## src/rtl/debug_mailbox_ctrl_pkg.sv

```systemverilog
// debug_pkg: shared states, function codes and sizes for the debug mailbox
package debug_pkg;
  typedef enum logic [1:0] {ST_IDLE, ST_EXEC, ST_PRINT, ST_HALT} dbg_state_t;
  localparam int DBG_HALT      = 0;
  localparam int DBG_ASSERT_EQ = 1;
  localparam int DBG_ASSERT_NE = 2;
  localparam int DBG_PRINT     = 3;
  localparam int DBG_ARGS      = 8;
endpackage

```

## src/rtl/debug_mailbox_ctrl_if.sv

```systemverilog
// debug_mailbox_ctrl_if: core write/read port plus the serial byte stream
interface debug_mailbox_ctrl_if #(parameter int DATA_W = 32);
  logic              we;
  logic [2:0]        addr;
  logic [DATA_W-1:0] wdata;
  logic [2:0]        raddr;
  logic [DATA_W-1:0] rdata;
  logic              stall;
  logic [7:0]        tx_data;
  logic              tx_valid;
  logic              tx_ready;
  modport master (output we, addr, wdata, raddr, tx_ready, input rdata, stall, tx_data, tx_valid);
  modport slave  (input we, addr, wdata, raddr, tx_ready, output rdata, stall, tx_data, tx_valid);
endinterface

```

## src/rtl/debug_mailbox_ctrl_sat_counter.sv

```systemverilog
// sat_counter: counter advancing by 0, 1 or 2 per cycle, clamped at all-ones
module sat_counter #(parameter int CNT_W = 16) (
  input  logic             clk,
  input  logic             reset,
  input  logic [1:0]       inc,
  output logic [CNT_W-1:0] cnt
);
  logic [CNT_W:0] sum;
  assign sum = {1'b0, cnt} + (CNT_W+1)'(inc);
  always_ff @(posedge clk or negedge reset)
    if (!reset) cnt <= '0;
    else cnt <= sum[CNT_W] ? '1 : sum[CNT_W-1:0];
endmodule

```

## src/rtl/debug_mailbox_ctrl.sv

```systemverilog
// debug_mailbox_ctrl: latches mailbox commands, stalls the core and executes halt/assert/print
module debug_mailbox_ctrl
  import debug_pkg::*;
#(
  parameter int DATA_W = 32,
  parameter int CNT_W  = 16
) (
  input  logic                 clk,
  input  logic                 reset,
  debug_mailbox_ctrl_if.slave  bus,
  output logic                 halted,
  output logic [CNT_W-1:0]     pass_cnt,
  output logic [CNT_W-1:0]     fail_cnt,
  output logic                 fail_pulse
);
  dbg_state_t        state;
  logic [1:0]        idx;
  logic [DATA_W-1:0] args [DBG_ARGS];
  logic [7:0]        cur;
  logic              eq, exec_pass, exec_fail, overrun;
  logic [1:0]        pass_inc, fail_inc;
  // args[0] keeps the function code, so EXEC decodes it straight from storage
  assign cur       = args[1][{idx, 3'b000} +: 8];
  assign eq        = args[1] == args[2];
  assign exec_pass = state == ST_EXEC &&
                     ((args[0] == DATA_W'(DBG_ASSERT_EQ) && eq) || (args[0] == DATA_W'(DBG_ASSERT_NE) && !eq));
  assign exec_fail = state == ST_EXEC && !exec_pass;
  assign overrun   = bus.we && state != ST_IDLE;
  assign pass_inc  = {1'b0, exec_pass};
  assign fail_inc  = {1'b0, overrun} + {1'b0, exec_fail};
  assign bus.rdata    = args[bus.raddr];
  assign bus.stall    = state != ST_IDLE;
  assign bus.tx_valid = state == ST_PRINT && cur != 8'h00;
  assign bus.tx_data  = state == ST_PRINT ? cur : 8'h00;
  assign halted       = state == ST_HALT;
  always_ff @(posedge clk or negedge reset) begin
    if (!reset) begin
      state      <= ST_IDLE;
      idx        <= '0;
      fail_pulse <= 1'b0;
      for (int i = 0; i < DBG_ARGS; i++) args[i] <= '0;
    end else begin
      fail_pulse <= |fail_inc;
      case (state)
        ST_IDLE: if (bus.we) begin
          args[bus.addr] <= bus.wdata;
          if (bus.addr == 3'd0) begin
            idx   <= '0;
            state <= bus.wdata == DATA_W'(DBG_HALT)  ? ST_HALT :
                     bus.wdata == DATA_W'(DBG_PRINT) ? ST_PRINT : ST_EXEC;
          end
        end
        ST_EXEC:  state <= ST_IDLE;
        ST_PRINT: if (cur == 8'h00 || (bus.tx_ready && idx == 2'd3)) state <= ST_IDLE;
                  else if (bus.tx_ready) idx <= idx + 2'd1;
        default:  state <= ST_HALT;
      endcase
    end
  end
  sat_counter #(.CNT_W(CNT_W)) u_pass (.clk(clk), .reset(reset), .inc(pass_inc), .cnt(pass_cnt));
  sat_counter #(.CNT_W(CNT_W)) u_fail (.clk(clk), .reset(reset), .inc(fail_inc), .cnt(fail_cnt));
endmodule
```

## src/flat_wrapper.sv

```systemverilog
// flat-port wrapper written by rule: the top's interface ports become plain ports
module debug_mailbox_ctrl_flat import debug_pkg::*;
#(
  parameter int DATA_W = 32,
  parameter int CNT_W  = 16
)
  (clk, reset, halted, pass_cnt, fail_cnt, fail_pulse, bus_we, bus_addr, bus_wdata, bus_raddr, bus_tx_ready, bus_rdata, bus_stall, bus_tx_data, bus_tx_valid);
  debug_mailbox_ctrl_if #(.DATA_W(DATA_W)) bus_i ();
  input  logic clk;
  input  logic reset;
  output logic halted;
  output logic [CNT_W-1:0] pass_cnt;
  output logic [CNT_W-1:0] fail_cnt;
  output logic fail_pulse;
  input wire logic [$bits(bus_i.we)-1:0] bus_we;
  input wire logic [$bits(bus_i.addr)-1:0] bus_addr;
  input wire logic [$bits(bus_i.wdata)-1:0] bus_wdata;
  input wire logic [$bits(bus_i.raddr)-1:0] bus_raddr;
  input wire logic [$bits(bus_i.tx_ready)-1:0] bus_tx_ready;
  output wire logic [$bits(bus_i.rdata)-1:0] bus_rdata;
  output wire logic [$bits(bus_i.stall)-1:0] bus_stall;
  output wire logic [$bits(bus_i.tx_data)-1:0] bus_tx_data;
  output wire logic [$bits(bus_i.tx_valid)-1:0] bus_tx_valid;
  assign bus_i.we = bus_we;
  assign bus_i.addr = bus_addr;
  assign bus_i.wdata = bus_wdata;
  assign bus_i.raddr = bus_raddr;
  assign bus_i.tx_ready = bus_tx_ready;
  assign bus_rdata = bus_i.rdata;
  assign bus_stall = bus_i.stall;
  assign bus_tx_data = bus_i.tx_data;
  assign bus_tx_valid = bus_i.tx_valid;
  debug_mailbox_ctrl #(.DATA_W(DATA_W), .CNT_W(CNT_W)) u_core (.clk(clk), .reset(reset), .bus(bus_i), .halted(halted), .pass_cnt(pass_cnt), .fail_cnt(fail_cnt), .fail_pulse(fail_pulse));
endmodule
```

## config.mk

```make
export PLATFORM = sky130hd
export DESIGN_NAME = debug_mailbox_ctrl_flat
export DESIGN_NICKNAME = d
export VERILOG_FILES = /design/src/rtl/debug_mailbox_ctrl_pkg.sv /design/src/rtl/debug_mailbox_ctrl_if.sv /design/src/rtl/debug_mailbox_ctrl_sat_counter.sv /design/src/rtl/debug_mailbox_ctrl.sv /design/src/flat_wrapper.sv
export SDC_FILE = /design/constraint.sdc
export NUM_CORES = 1
export LEC_CHECK = 0
export CORE_MARGIN = 2
export CORE_UTILIZATION = 30
export DETAILED_ROUTE_END_ITERATION = 12
export PLACE_DENSITY = 0.58
export SYNTH_ARGS = -nofsm -noshare
export SYNTH_HDL_FRONTEND = slang
export SYNTH_SLANG_ARGS = --single-unit
export TNS_END_PERCENT = 20
```

## constraint.sdc

```tcl
create_clock -name clk -period 4.2 [get_ports clk]
set_input_delay 0.63 -clock clk [delete_from_list [all_inputs] [get_ports clk]]
set_output_delay 0.63 -clock clk [all_outputs]
set_load 0.05 [all_outputs]
```

Word-level counts from Yosys, hierarchy flattened --
Index checks and enable logic that the tools add are counted.
Operators by class: add/sub/neg operators 4, magnitude comparators 3, equality and inequality tests 13, shifts and indexed selects 1, multiplexer cells 20, bitwise logic cells 2, reduce and logical (&&, ||, !) cells 23
Operators by type and width (number):
- $bwmux W256 | 1
- $bmux W32 S3 | 1
- $demux W32 S3 | 1
- $mux W32 | 3
- $eq A32 B2 Y1 const B | 2
- $eq A32 B1 Y1 const B | 1
- $eq A32 B32 Y1 | 1
- $logic_not A32 Y1 | 1
- $mux W16 | 2
- $shiftx A32 B6 Y8 | 1
- $mux W2 | 9
- $add A16 B1 Y17 | 1
- $add A16 B2 Y17 | 1
- $ge A4 B4 Y1 const B | 2
- $logic_and A1 B1 Y1 | 8
- $logic_not A8 Y1 | 1
- $mux W8 | 1
- $ne A2 B2 Y1 const B | 4
- $not A3 Y4 | 2
- $reduce_bool A8 Y1 | 1
- $eq A2 B2 Y1 const B | 3
- $pmux W2 S3 | 1
- $reduce_and A5 Y1 | 1
- $lt A4 B1 Y1 const B | 1
- 13 further kinds | 16
Storage, ports and cells: bits in registers 293, output and inout port bits 76, word-level logic and storage cells 79

Logic depth before layout (Yosys ltp) --
Gate-level depths: netlist of run 1.
depth in word-level cells 10, depth in mapped cells 14, depth with buffers taken out 13

By module --
From an unflattened synthesis of run 1, not the netlist that was laid out.
Second synthesis, totals: cells, all modules 960, area total of the unflattened synthesis 14261.2 um2
Modules (own cells, without submodules):
- debug_mailbox_ctrl | instances 1, cells each 796, area an instance 12519.5 um2, sequential area each 6531.3 um2
- sat_counter | instances 2, cells each 82, area an instance 870.8 um2, sequential area each 400.4 um2

Worst setup path before layout of run 1 --
Ideal clock, no wire load.
path type flip-flop to flip-flop, from reg u_core.args[195] (netlist name), to reg u_core.u_fail.cnt[10], setup time 0.134 ns, arrival 3.107 ns, data required time 4.066 ns, slack 0.959 ns, cell stages (with the launch flop) 15, clock period less this slack 3.241 ns, path through dfrtp_1 > xor2_1 > nor4_1 > nand4_1 > o211ai_1 > nand3_1 > ha_1 > ha_1 > fa_1 > and4_1 > nand4_1 > nor2_1 > nand3_1 > clkbuf_1 > nand2_1
On the way: word-level cells in the longest chain between the ends 10, elaborated cells between the ends (all ways) 11
Ends and longest elaborated chain:
- from (decl) | RTL line debug_mailbox_ctrl.sv:18 | logic [DATA_W-1:0] args [DBG_ARGS];
- from (signal, indexed assignment) | RTL line debug_mailbox_ctrl.sv:46 | args[bus.addr] <= bus.wdata;
- $eq A32 B32 Y1 (*) | RTL line debug_mailbox_ctrl.sv:24 | assign eq = args[1] == args[2];
- $logic_not A1 Y1 | RTL line debug_mailbox_ctrl.sv:26 | ((args[0] == DATA_W'(DBG_ASSERT_EQ) && eq) || (args[0] == DATA_W'(DBG_ASSERT_NE) && !eq));
- $logic_and A1 B1 Y1 | RTL line debug_mailbox_ctrl.sv:26
- $logic_or A1 B1 Y1 (*) | RTL line debug_mailbox_ctrl.sv:26
- $logic_and A1 B1 Y1 (*) | RTL line debug_mailbox_ctrl.sv:25 | assign exec_pass = state == ST_EXEC &&
- $logic_not A1 Y1 (*) | RTL line debug_mailbox_ctrl.sv:27 | assign exec_fail = state == ST_EXEC && !exec_pass;
- $logic_and A1 B1 Y1 (*) | RTL line debug_mailbox_ctrl.sv:27
- $add A1 B1 Y2 (*) | RTL line debug_mailbox_ctrl.sv:30 | assign fail_inc = {1'b0, overrun} + {1'b0, exec_fail};
- $add A16 B2 Y17 (*) | RTL line debug_mailbox_ctrl_sat_counter.sv:9 | assign sum = {1'b0, cnt} + (CNT_W+1)'(inc);
- $mux W16 (*) | RTL line debug_mailbox_ctrl_sat_counter.sv:12 | else cnt <= sum[CNT_W] ? '1 : sum[CNT_W-1:0];
- to (signal assigned) | RTL line debug_mailbox_ctrl_sat_counter.sv:12
- to (decl) | RTL line debug_mailbox_ctrl_sat_counter.sv:6 | output logic [CNT_W-1:0] cnt
Every way passes the cells marked *; elsewhere a longest branch is shown, timed or not. A chain may end at the register's enable or synchronous reset.

Worst setup path after layout of run 1 --
from reg u_core.idx[0], to out bus_tx_valid
On the way: word-level cells in the longest chain between the ends 3
Ends and longest elaborated chain:
- from (decl) | RTL line debug_mailbox_ctrl.sv:17 | logic [1:0] idx;
- from (signal assigned) | RTL line debug_mailbox_ctrl.sv:55 | else if (bus.tx_ready) idx <= idx + 2'd1;
- $shiftx A32 B6 Y8 | RTL line debug_mailbox_ctrl.sv:23 | assign cur = args[1][{idx, 3'b000} +: 8];
- $reduce_bool A8 Y1 | RTL line debug_mailbox_ctrl.sv:33 | assign bus.tx_valid = state == ST_PRINT && cur != 8'h00;
- $logic_and A1 B1 Y1 | RTL line debug_mailbox_ctrl.sv:33
- to (decl) | RTL line flat_wrapper.sv:23 | output wire logic [$bits(bus_i.tx_valid)-1:0] bus_tx_valid;
No other way between the ends.

==> results of run 1 <==
## layer usage
metal	wire (um)	up-vias	part of all wire	GRT usage
met5	0	-	0	0
met4	789	0	0.021	0.0414
met3	2140	57	0.056	0.0364
met2	17600	188	0.46	0.248
met1	17500	4601	0.46	0.227
li1	-	3841	-	-
## how the worst max path moves through the flow
| stage | to | slack [ps] | cells past startpoint | start |
|---|---|---|---|---|
| 2_1_floorplan | u_core.u_fail.cnt[10] | 960 | 14 | u_core.args[195] |
| 3_3_place_gp | u_core.u_fail.cnt[4] | 330 | 13 | u_core.args[226] |
| 3_5_place_dp | u_core.u_fail.cnt[4] | 350 | 13 | u_core.args[254] |
| 4_1_cts | bus_tx_valid | 280 | 6 | u_core.idx[0] |
| 5_1_grt | u_core.u_fail.cnt[4] | 60 | 13 | u_core.args[254] |
| 6_report | bus_tx_valid | 320 | 6 | u_core.idx[0] |
## cells in the final DEF, fill, tap and decap left out, drive strengths merged, types with 3 or more instances in the layout
cell type and n:
nand3 12, nand2 35, nor2b 5, ha 11, clkdlybuf4s50 113, nand4 12, clkbuf 51, and2 10
nor4 25, buf 30, and3 5, a31oi 3, mux2 289, xnor2 10, dfrtp 293, mux4 72
inv 12, nand2b 5, o21ai 4, xor2 43, clkinv 6, nor3 3, and4 6, nor2 21
a21oi 6
## area by class of cell
class                      instances  share of cell area
clock buffer                      51              0.0591
clock inverter                     9             0.00582
inverter                          10             0.00218
multi-input combinational        597               0.378
sequential                       293               0.426
tap                              607              0.0441
timing repair buffer             143              0.0849
## power breakdown
group	total [mW]	internal [mW]	switching, mW
Clock	2.99	1.75	1.24
Combinational	4.34	2.14	2.19
Sequential	5.02	4.07	0.948
## cell families (layout without fill, tap and decap cells)
group                    count (synthesis)  count (layout)  synth area share
multiplexers                           362             362             0.348
flip-flops                             293             293             0.522
AND/OR/NAND/NOR                        144             144            0.0552
buffers and inverters                   62             213            0.0173
XOR/XNOR                                53              53            0.0331
AO/OA/AOI/OAI                           26              26            0.0128
adder cells (fa/ha/maj)                 12              12            0.0112
## sequential cells by signal, summed over array words and instances, names as in the netlist
signal and cells:
u_core.u_fail.cnt 16, u_core.u_pass.cnt 16, u_core.fail_pulse 1, u_core.args 256
u_core.idx 2, u_core.state 2
## stage by stage
stage | hold WS (ps) | instance area (um^2)
after floorplan | 334 | 14000
after global placement | 462 | 16100
after detailed placement | 469 | 16100
after CTS | 196 | 17200
after global routing | 216 | 17200
final | 174 | 17200
## critical path, delay by kind of cell (launching register included)
| family | cells | cell delay [ps] |
|---|---|---|
| buffers and inverters | 2 | 940 |
| flip-flops | 1 | 320 |
| multiplexers | 1 | 570 |
| AND/OR/NAND/NOR | 3 | 850 |
==> results.json, run 1 <==
{
  "status": "completed",
  "crit_slowest_cell": "clkdlybuf4s50_1",
  "clk_path_buf_depth": 3,
  "core_um2": 46400,
  "final_util": 0.371,
  "maxCapViolCount": 0,
  "cpPeakStageDelay_ps": 710,
  "crit_required_ps": 3570,
  "num_io_pins": 118,
  "r2r_slack_ps": 380,
  "cts.repair.resized": 0,
  "p_per_area_nw_per_um2": 718,
  "path_max_fanout": 11,
  "crit_chain": "buf_4 > mux4_2 > nor4_2 > nand2_1 > and2_1 > clkdlybuf4s50_1",
  "globalRouteOverflowTotal": 0,
  "synth_nets": 1006,
  "fillers": 4381,
  "finalWeightedCongestion": 0.821,
  "synth_common_cells": "dfrtp_1, mux2_1, mux2_2",
  "cts_htree_levels": 2,
  "clkTransAtPathRegs_ps": 60,
  "track_usage": 0.160,
  "route.detailed.drc": 0,
  "startpoint_type": "register",
  "cts.sinks": 293,
  "core.rowCount": 79,
  "tns_ps": 0,
  "cts_root_buffer": "clkbuf_16",
  "synth_area_per_cell_um2": 14.7,
  "multiInputGateArea_um2": 6500,
  "synthArstFlopShare": 1.00,
  "rsz0062_at_grt": "no",
  "cts_hold_buf": 0,
  "routed_via_density": 5.08,
  "ant_nets": 0,
  "dieArea_um2": 48500,
  "netlist_area_um2": 14000,
  "hp-class": "in -> async",
  "synth.area.top_cells": "dfrtp_1, mux2_1, mux4_2",
  "r2r-start": "u_core.args[254]",
  "path_class": "reg -> out",
  "setup_viol": 0,
  "syn_inst": 952,
  "fin_nets": 1135,
  "cts_tree": "done",
  "dp_hpwl_mm": 26.4,
  "peakVddDrop_v": 0.000365,
  "antenna_cells": 0,
  "hold_viol": 0,
  "wl_per_cell_um": 22.2,
  "ys_types": 45,
  "grt_max_degree": 108,
  "cp-end-kind": "output pin",
  "fin_cells": 1710,
  "dp_slack_ps": 350,
  "grt_pass1_wl_mm": 58.2,
  "fin_crit_sh": 0.923,
  "cts_buffers": 36,
  "regArea_um2": 7330,
  "post-cts-setup-buffers": 0,
  "dr.first_iter.drc_count": 436,
  "io_buffers": 117,
  "max_freq_mhz": 258,
  "setup_ws_ps": 322,
  "timing.rr.end": "u_core.u_fail.cnt[4]",
  "initial_core_util": 0.303,
  "slew_violations": 0,
  "final_layout_size_suffix_gt1_frac": 0.238,
  "die_y_um": 220,
  "synth_warnings": 0,
  "critPathArrivalTime_ps": 3250,
  "worstMarginPinSlew_ps": 907,
  "synth_area_leader_cell": "dfrtp_1",
  "post-place-cells": 1650,
  "synth_top_area_frac": 0.522,
  "relSlewSlack": 0.395,
  "clock_latency_ps": 560,
  "drtPass1Iterations": 4,
  "skew_ps": 21.6,
  "antenna_found_initial": 1,
  "synth-seq-cells": 293,
  "p_leak_nw": 7.53,
  "p_total_mw": 12.3,
  "area_growth_pct": 22.5,
  "wl_mm": 38.0,
  "dieWidth_um": 220,
  "worstRegToRegCells": 13,
  "seq_area_frac_synth": 0.522,
  "fin_crit_ps": 3880,
  "yosysMostFrequentCell": "dfrtp_1",
  "synth-edff-count": 0,
  "grt_pass1_vias": 9038,
  "synth_flop_cell": "dfrtp_1",
  "vias": 8687
}
Power figures use the tool's default switching activity.
==> run 2, diff against run 1 <==
--- a/config.mk
+++ b/config.mk
@@ -8,7 +8,8 @@
 export CORE_MARGIN = 2
 export CORE_UTILIZATION = 30
 export DETAILED_ROUTE_END_ITERATION = 12
-export PLACE_DENSITY = 0.58
+export MAX_ROUTING_LAYER = met4
+export PLACE_DENSITY_LB_ADDON = 0.15
 export SYNTH_ARGS = -nofsm -noshare
 export SYNTH_HDL_FRONTEND = slang
 export SYNTH_SLANG_ARGS = --single-unit
==> run 2 against run 1 <==
Clock power rose by 4%; critical path type unchanged; hold slack got worse by 95 ps; largest power group unchanged; critical endpoint unchanged; non-clock buffer count stayed put; via count shrank 0.69%; global-route usage increased by 1.5 points; die area stayed put; highest routed layer unchanged.
==> results.json, run 2 (synthesized netlist as in run 1, its figures left out) <==
{
  "status": "completed",
  "route.detailed.drc": 0,
  "initial_core_util": 0.303,
  "clk_path_buf_depth": 3,
  "core_um2": 46400,
  "area_growth_pct": 22.9,
  "slew_violations": 0,
  "top_layer": "met4",
  "wl_mm": 39.8,
  "crit_slowest_cell": "clkdlybuf4s50_1",
  "p_leak_nw": 7.56,
  "fin_crit_sh": 0.924,
  "drtPass1Iterations": 4,
  "fin_cells": 1714,
  "cts_tree": "done",
  "regArea_um2": 7330,
  "setup_viol": 0,
  "vias": 8627,
  "dp_slack_ps": 211,
  "globalRouteOverflowTotal": 0,
  "post-place-cells": 1650,
  "fillers": 4421,
  "cp-end-kind": "output pin",
  "critPathArrivalTime_ps": 3250,
  "route.met3.wl_mm": 1.54,
  "maxCapViolCount": 0,
  "wl_per_cell_um": 23.2,
  "clock_latency_ps": 540,
  "final_cell_mix": "dfrtp_1, mux2_1, clkdlybuf4s50_1, mux2_2, mux4_2",
  "num_io_pins": 118,
  "hp-class": "in -> async",
  "top_register": "u_core.args",
  "p_total_mw": 12.5,
  "dr.first_iter.drc_count": 577,
  "worstRegToRegCells": 11,
  "crit_required_ps": 3570,
  "skew_ps": 10.3,
  "grt_pass1_vias": 9235,
  "dp_hpwl_mm": 27.7,
  "relSlewSlack": 0.518,
  "die_y_um": 220,
  "final_common_cell": "dfrtp_1",
  "grt_pass1_wl_mm": 61.1,
  "dieArea_um2": 48500,
  "r2r_slack_ps": 440,
  "path_class": "reg -> out",
  "p_per_area_nw_per_um2": 725,
  "wl_met2_mm": 18.4,
  "fin_crit_ps": 3880,
  "finalWeightedCongestion": 0.827,
  "antenna_cells": 0,
  "met1_length_mm": 18.7,
  "finalInstanceArea_um2": 17300,
  "final_layout_size_suffix_gt1_frac": 0.238,
  "io_buffers": 117,
  "track_usage": 0.175,
  "fin_nets": 1136,
  "cts_root_buffer": "clkbuf_16",
  "peakVddDrop_v": 0.000259,
  "startpoint_type": "register",
  "ant_nets": 0,
  "routed_via_density": 5.03,
  "rsz0062_at_grt": "no",
  "clkTransAtPathRegs_ps": 50,
  "timing.rr.end": "u_core.u_pass.cnt[6]",
  "cts_htree_levels": 2,
  "r2r-start": "u_core.args[203]",
  "grt_max_degree": 88,
  "max_freq_mhz": 258,
  "antenna_found_initial": 0,
  "setup_ws_ps": 321,
  "core.rowCount": 79,
  "cts_buffers": 37,
  "crit_chain": "buf_4 > mux4_2 > nor4_2 > nand2_1 > and2_1 > clkdlybuf4s50_1",
  "place_area_um2": 16100,
  "worstMarginPinSlew_ps": 721,
  "cpPeakStageDelay_ps": 730,
  "dieWidth_um": 220,
  "reg_top3": "u_core.args: 256 flops, u_core.u_fail.cnt: 16 flops, u_core.u_pass.cnt: 16 flops",
  "multiInputGateArea_um2": 6500,
  "hold_viol": 0,
  "largest_register_ffs": 256,
  "post-cts-setup-buffers": 0,
  "cts.sinks": 293,
  "tns_ps": 0,
  "path_max_fanout": 10
}
==> run 2: changes by cell type in the layout (fill, tap and decap cells not counted) <==
cell | previous run | this run
or3_2 | 0 | 1
clkinv_8 | 1 | 0
or3_1 | 2 | 1
clkbuf_16 | 36 | 37
clkbuf_1 | 9 | 14
nand3_1 | 12 | 11
inv_16 | 1 | 0
bufinv_16 | 1 | 3
clkbuf_8 | 6 | 5
nand3_2 | 0 | 1
inv_6 | 1 | 0
==> run 2: worst max path at each step <==
| stage | from | cells past startpoint | end |
|---|---|---|---|
| 2_1_floorplan | u_core.args[195] | 14 | u_core.u_fail.cnt[10] |
| 3_3_place_gp | u_core.args[247] | 13 | u_core.u_fail.cnt[4] |
| 3_5_place_dp | u_core.args[201] | 13 | u_core.u_fail.cnt[4] |
| 4_1_cts | u_core.args[201] | 13 | u_core.u_fail.cnt[4] |
| 5_1_grt | u_core.idx[0] | 6 | bus_tx_valid |
| 6_report | u_core.idx[0] | 6 | bus_tx_valid |
==> run 2: through the flow <==
| stage | hold slack, ps | utilization |
|---|---|---|
| floorplan | 334 | - |
| global placement | 462 | 0.347 |
| detailed placement | 469 | 0.347 |
| CTS | 124 | 0.372 |
| global route | 151 | 0.372 |
| finish | 79.0 | 0.372 |
==> run 2: routing by layer <==
metal | vias to the layer above | global-route usage
met1 | 4597 | 0.241
li1 | 3819 | -
met5 | - | -
met2 | 153 | 0.268
met3 | 58 | 0.0239
met4 | 0 | 0.0575
==> run 2: layout make-up <==
| cell class | instances | area share |
|---|---|---|
| Sequential cell | 293 | 0.425 |
| Multi-Input combinational cell | 597 | 0.377 |
| Timing Repair Buffer | 143 | 0.0847 |
| Clock buffer | 56 | 0.0607 |
| Tap cell | 607 | 0.0440 |
| Clock inverter | 8 | 0.00667 |
| Inverter | 10 | 0.00218 |
==> run 2: power by group <==
part | switching, mW | internal, mW | total [mW] | leakage (nW)
sequential | 0.968 | 4.07 | 5.04 | 3.71
combinational | 2.21 | 2.14 | 4.35 | 3.27
clock | 1.22 | 1.90 | 3.12 | 0.570
total | 4.40 | 8.11 | 12.5 | 7.56
==> run 2: worst max-delay path, delay by kind of cell (launching register included) <==
family | cells | cell delay [ps]
buf+inv | 2 | 950
flops | 1 | 350
mux | 1 | 600
simple gates | 3 | 810
==> run 2: what timing repair did <==
action,4_1_cts,5_1_grt
endpoints found under the setup margin,0,3
hold buffers,0,0
resized for setup,0,1
==> run 3, diff against run 2 <==
--- a/config.mk
+++ b/config.mk
@@ -7,9 +7,12 @@
 export LEC_CHECK = 0
 export CORE_MARGIN = 2
 export CORE_UTILIZATION = 30
+export CTS_CLUSTER_DIAMETER = 200
+export CTS_CLUSTER_SIZE = 10
 export DETAILED_ROUTE_END_ITERATION = 12
 export MAX_ROUTING_LAYER = met4
 export PLACE_DENSITY_LB_ADDON = 0.15
+export RECOVER_POWER = 25
 export SYNTH_ARGS = -nofsm -noshare
 export SYNTH_HDL_FRONTEND = slang
 export SYNTH_SLANG_ARGS = --single-unit
==> run 3 against run 2 <==
The flow now finishes with violations (max-capacitance violations, max-slew violations); count of clock-buffer cells in the layout decreased by 20; clock power decreased by 13%; non-clock buffer count unchanged; critical path depth unchanged; combinational power about the same; critical endpoint unchanged; largest power group unchanged.
==> results.json, run 3 (synthesized netlist as in run 1, its figures left out) <==
{
  "status": "finished with violations",
  "violations": "max-capacitance violations, max-slew violations",
  "area_growth_pct": 21.1,
  "dieWidth_um": 220,
  "relSlewSlack": -0.517,
  "p_per_area_nw_per_um2": 711,
  "slew_violations": 156,
  "grt_pass1_wl_mm": 60.8,
  "cts.sinks": 293,
  "hold_viol": 0,
  "tns_ps": 0,
  "dr.first_iter.drc_count": 550,
  "core_um2": 46400,
  "num_io_pins": 118,
  "final_util": 0.367,
  "track_usage": 0.175,
  "fin_crit_ps": 3880,
  "wl_mm": 39.9,
  "dieArea_um2": 48500,
  "core.rowCount": 79,
  "dp_slack_ps": 211,
  "worstRegToRegCells": 13,
  "dp_hpwl_mm": 27.7,
  "cts_root_buffer": "clkbuf_16",
  "vias": 8557,
  "clk_path_buf_depth": 3,
  "p_leak_nw": 7.43,
  "route.detailed.drc": 0,
  "cts_buffers": 35,
  "fillers": 4447,
  "critPathArrivalTime_ps": 3250,
  "worstMarginPinSlew_ps": 2280,
  "grt_pass1_vias": 9099,
  "antenna_found_initial": 0,
  "clock_latency_ps": 550,
  "final_cell_mix": "dfrtp_1, mux2_1, clkdlybuf4s50_1, mux2_2, mux4_2",
  "fin_crit_sh": 0.924,
  "cp-end-kind": "output pin",
  "r2r-start": "u_core.args[201]",
  "reg_top3": "u_core.args: 256 flops, u_core.u_fail.cnt: 16 flops, u_core.u_pass.cnt: 16 flops",
  "skew_ps": 22.2,
  "clkTransAtPathRegs_ps": 50,
  "max_freq_mhz": 258,
  "setup_viol": 0,
  "die_y_um": 220,
  "final_layout_size_suffix_gt1_frac": 0.232,
  "r2r_slack_ps": 470,
  "wl_per_cell_um": 23.6,
  "path_max_fanout": 10,
  "path_class": "reg -> out",
  "startpoint_type": "register",
  "peakVddDrop_v": 0.000306,
  "hp-class": "reg -> reg",
  "min_to": "u_core.args[39]",
  "p_total_mw": 12.1,
  "crit_required_ps": 3570,
  "globalRouteOverflowTotal": 0,
  "io_buffers": 117,
  "largest_register_ffs": 256,
  "top_register": "u_core.args",
  "setup_ws_ps": 318,
  "startpoint": "u_core.idx[0]",
  "rsz0062_at_grt": "no",
  "min_path_cells": 1,
  "ant_nets": 0,
  "final_common_cell": "dfrtp_1",
  "cts_tree": "done",
  "fin_nets": 1134,
  "timing.rr.end": "u_core.u_fail.cnt[4]",
  "grt_max_degree": 88,
  "finalWeightedCongestion": 0.827,
  "cts_htree_levels": 2,
  "hp-start": "u_core.args[39]",
  "maxCapViolCount": 2,
  "routed_via_density": 5.06,
  "initial_core_util": 0.303,
  "drtPass1Iterations": 4
}
==> run 3: report_power, final <==
part	leakage [nW]	internal, mW	switching [mW]
Combinational	3.26	2.14	2.21
Clock	0.460	1.52	1.18
Sequential	3.71	4.07	0.971
==> run 3: metrics by stage <==
| step | hold slack, ps | std cells | cell area [um^2] |
|---|---|---|---|
| after floorplan | 334 | 952 | 14000 |
| after global placement | 462 | 1650 | 16100 |
| after detailed placement | 469 | 1650 | 16100 |
| after CTS | 108 | 1689 | 17000 |
| after global routing | 496 | 1689 | 17000 |
| final | 479 | 1690 | 17000 |
==> run 3: what timing repair did <==
action                     in CTS  in global routing
hold buffers                    0                  0
setup buffers                   0                  0
gates resized for setup         0                  1
setup endpoints to repair       0                  4
==> run 3: final cells by class <==
cell class,count,area [um^2],area share
multi-input combinational,597,6500,0.382
sequential,293,7330,0.431
clock inverter,3,33.8,0.00199
tap,607,759,0.0447
timing repair buffer,143,1430,0.0843
antenna,1,2.50,0.000147
clock buffer,36,901,0.0530
inverter,10,37.5,0.00221
==> run 3: metal layers <==
layer / share of wire / track usage / vias up
met3: 0.037 / 0.0258 / 55
met4: 0.025 / 0.0600 / 0
met1: 0.47 / 0.242 / 4549
met2: 0.46 / 0.265 / 162
met5: 0 / - / -
li1: - / - / 3791
==> run 3: worst max-delay path by stage <==
stage / to / depth (start not counted)
floorplan: u_core.u_fail.cnt[10] / 14
global placement: u_core.u_fail.cnt[4] / 13
detailed placement: u_core.u_fail.cnt[4] / 13
CTS: u_core.u_fail.cnt[4] / 13
global route: u_core.args[150] / 2
finish: bus_tx_valid / 6
==> run 3: critical path: stages (launching register included) <==
cell and delay, ps:
dfrtp_1 350, buf_4 220, mux4_2 600, nor4_2 360
nand2_1 170, and2_1 260, clkdlybuf4s50_1 730
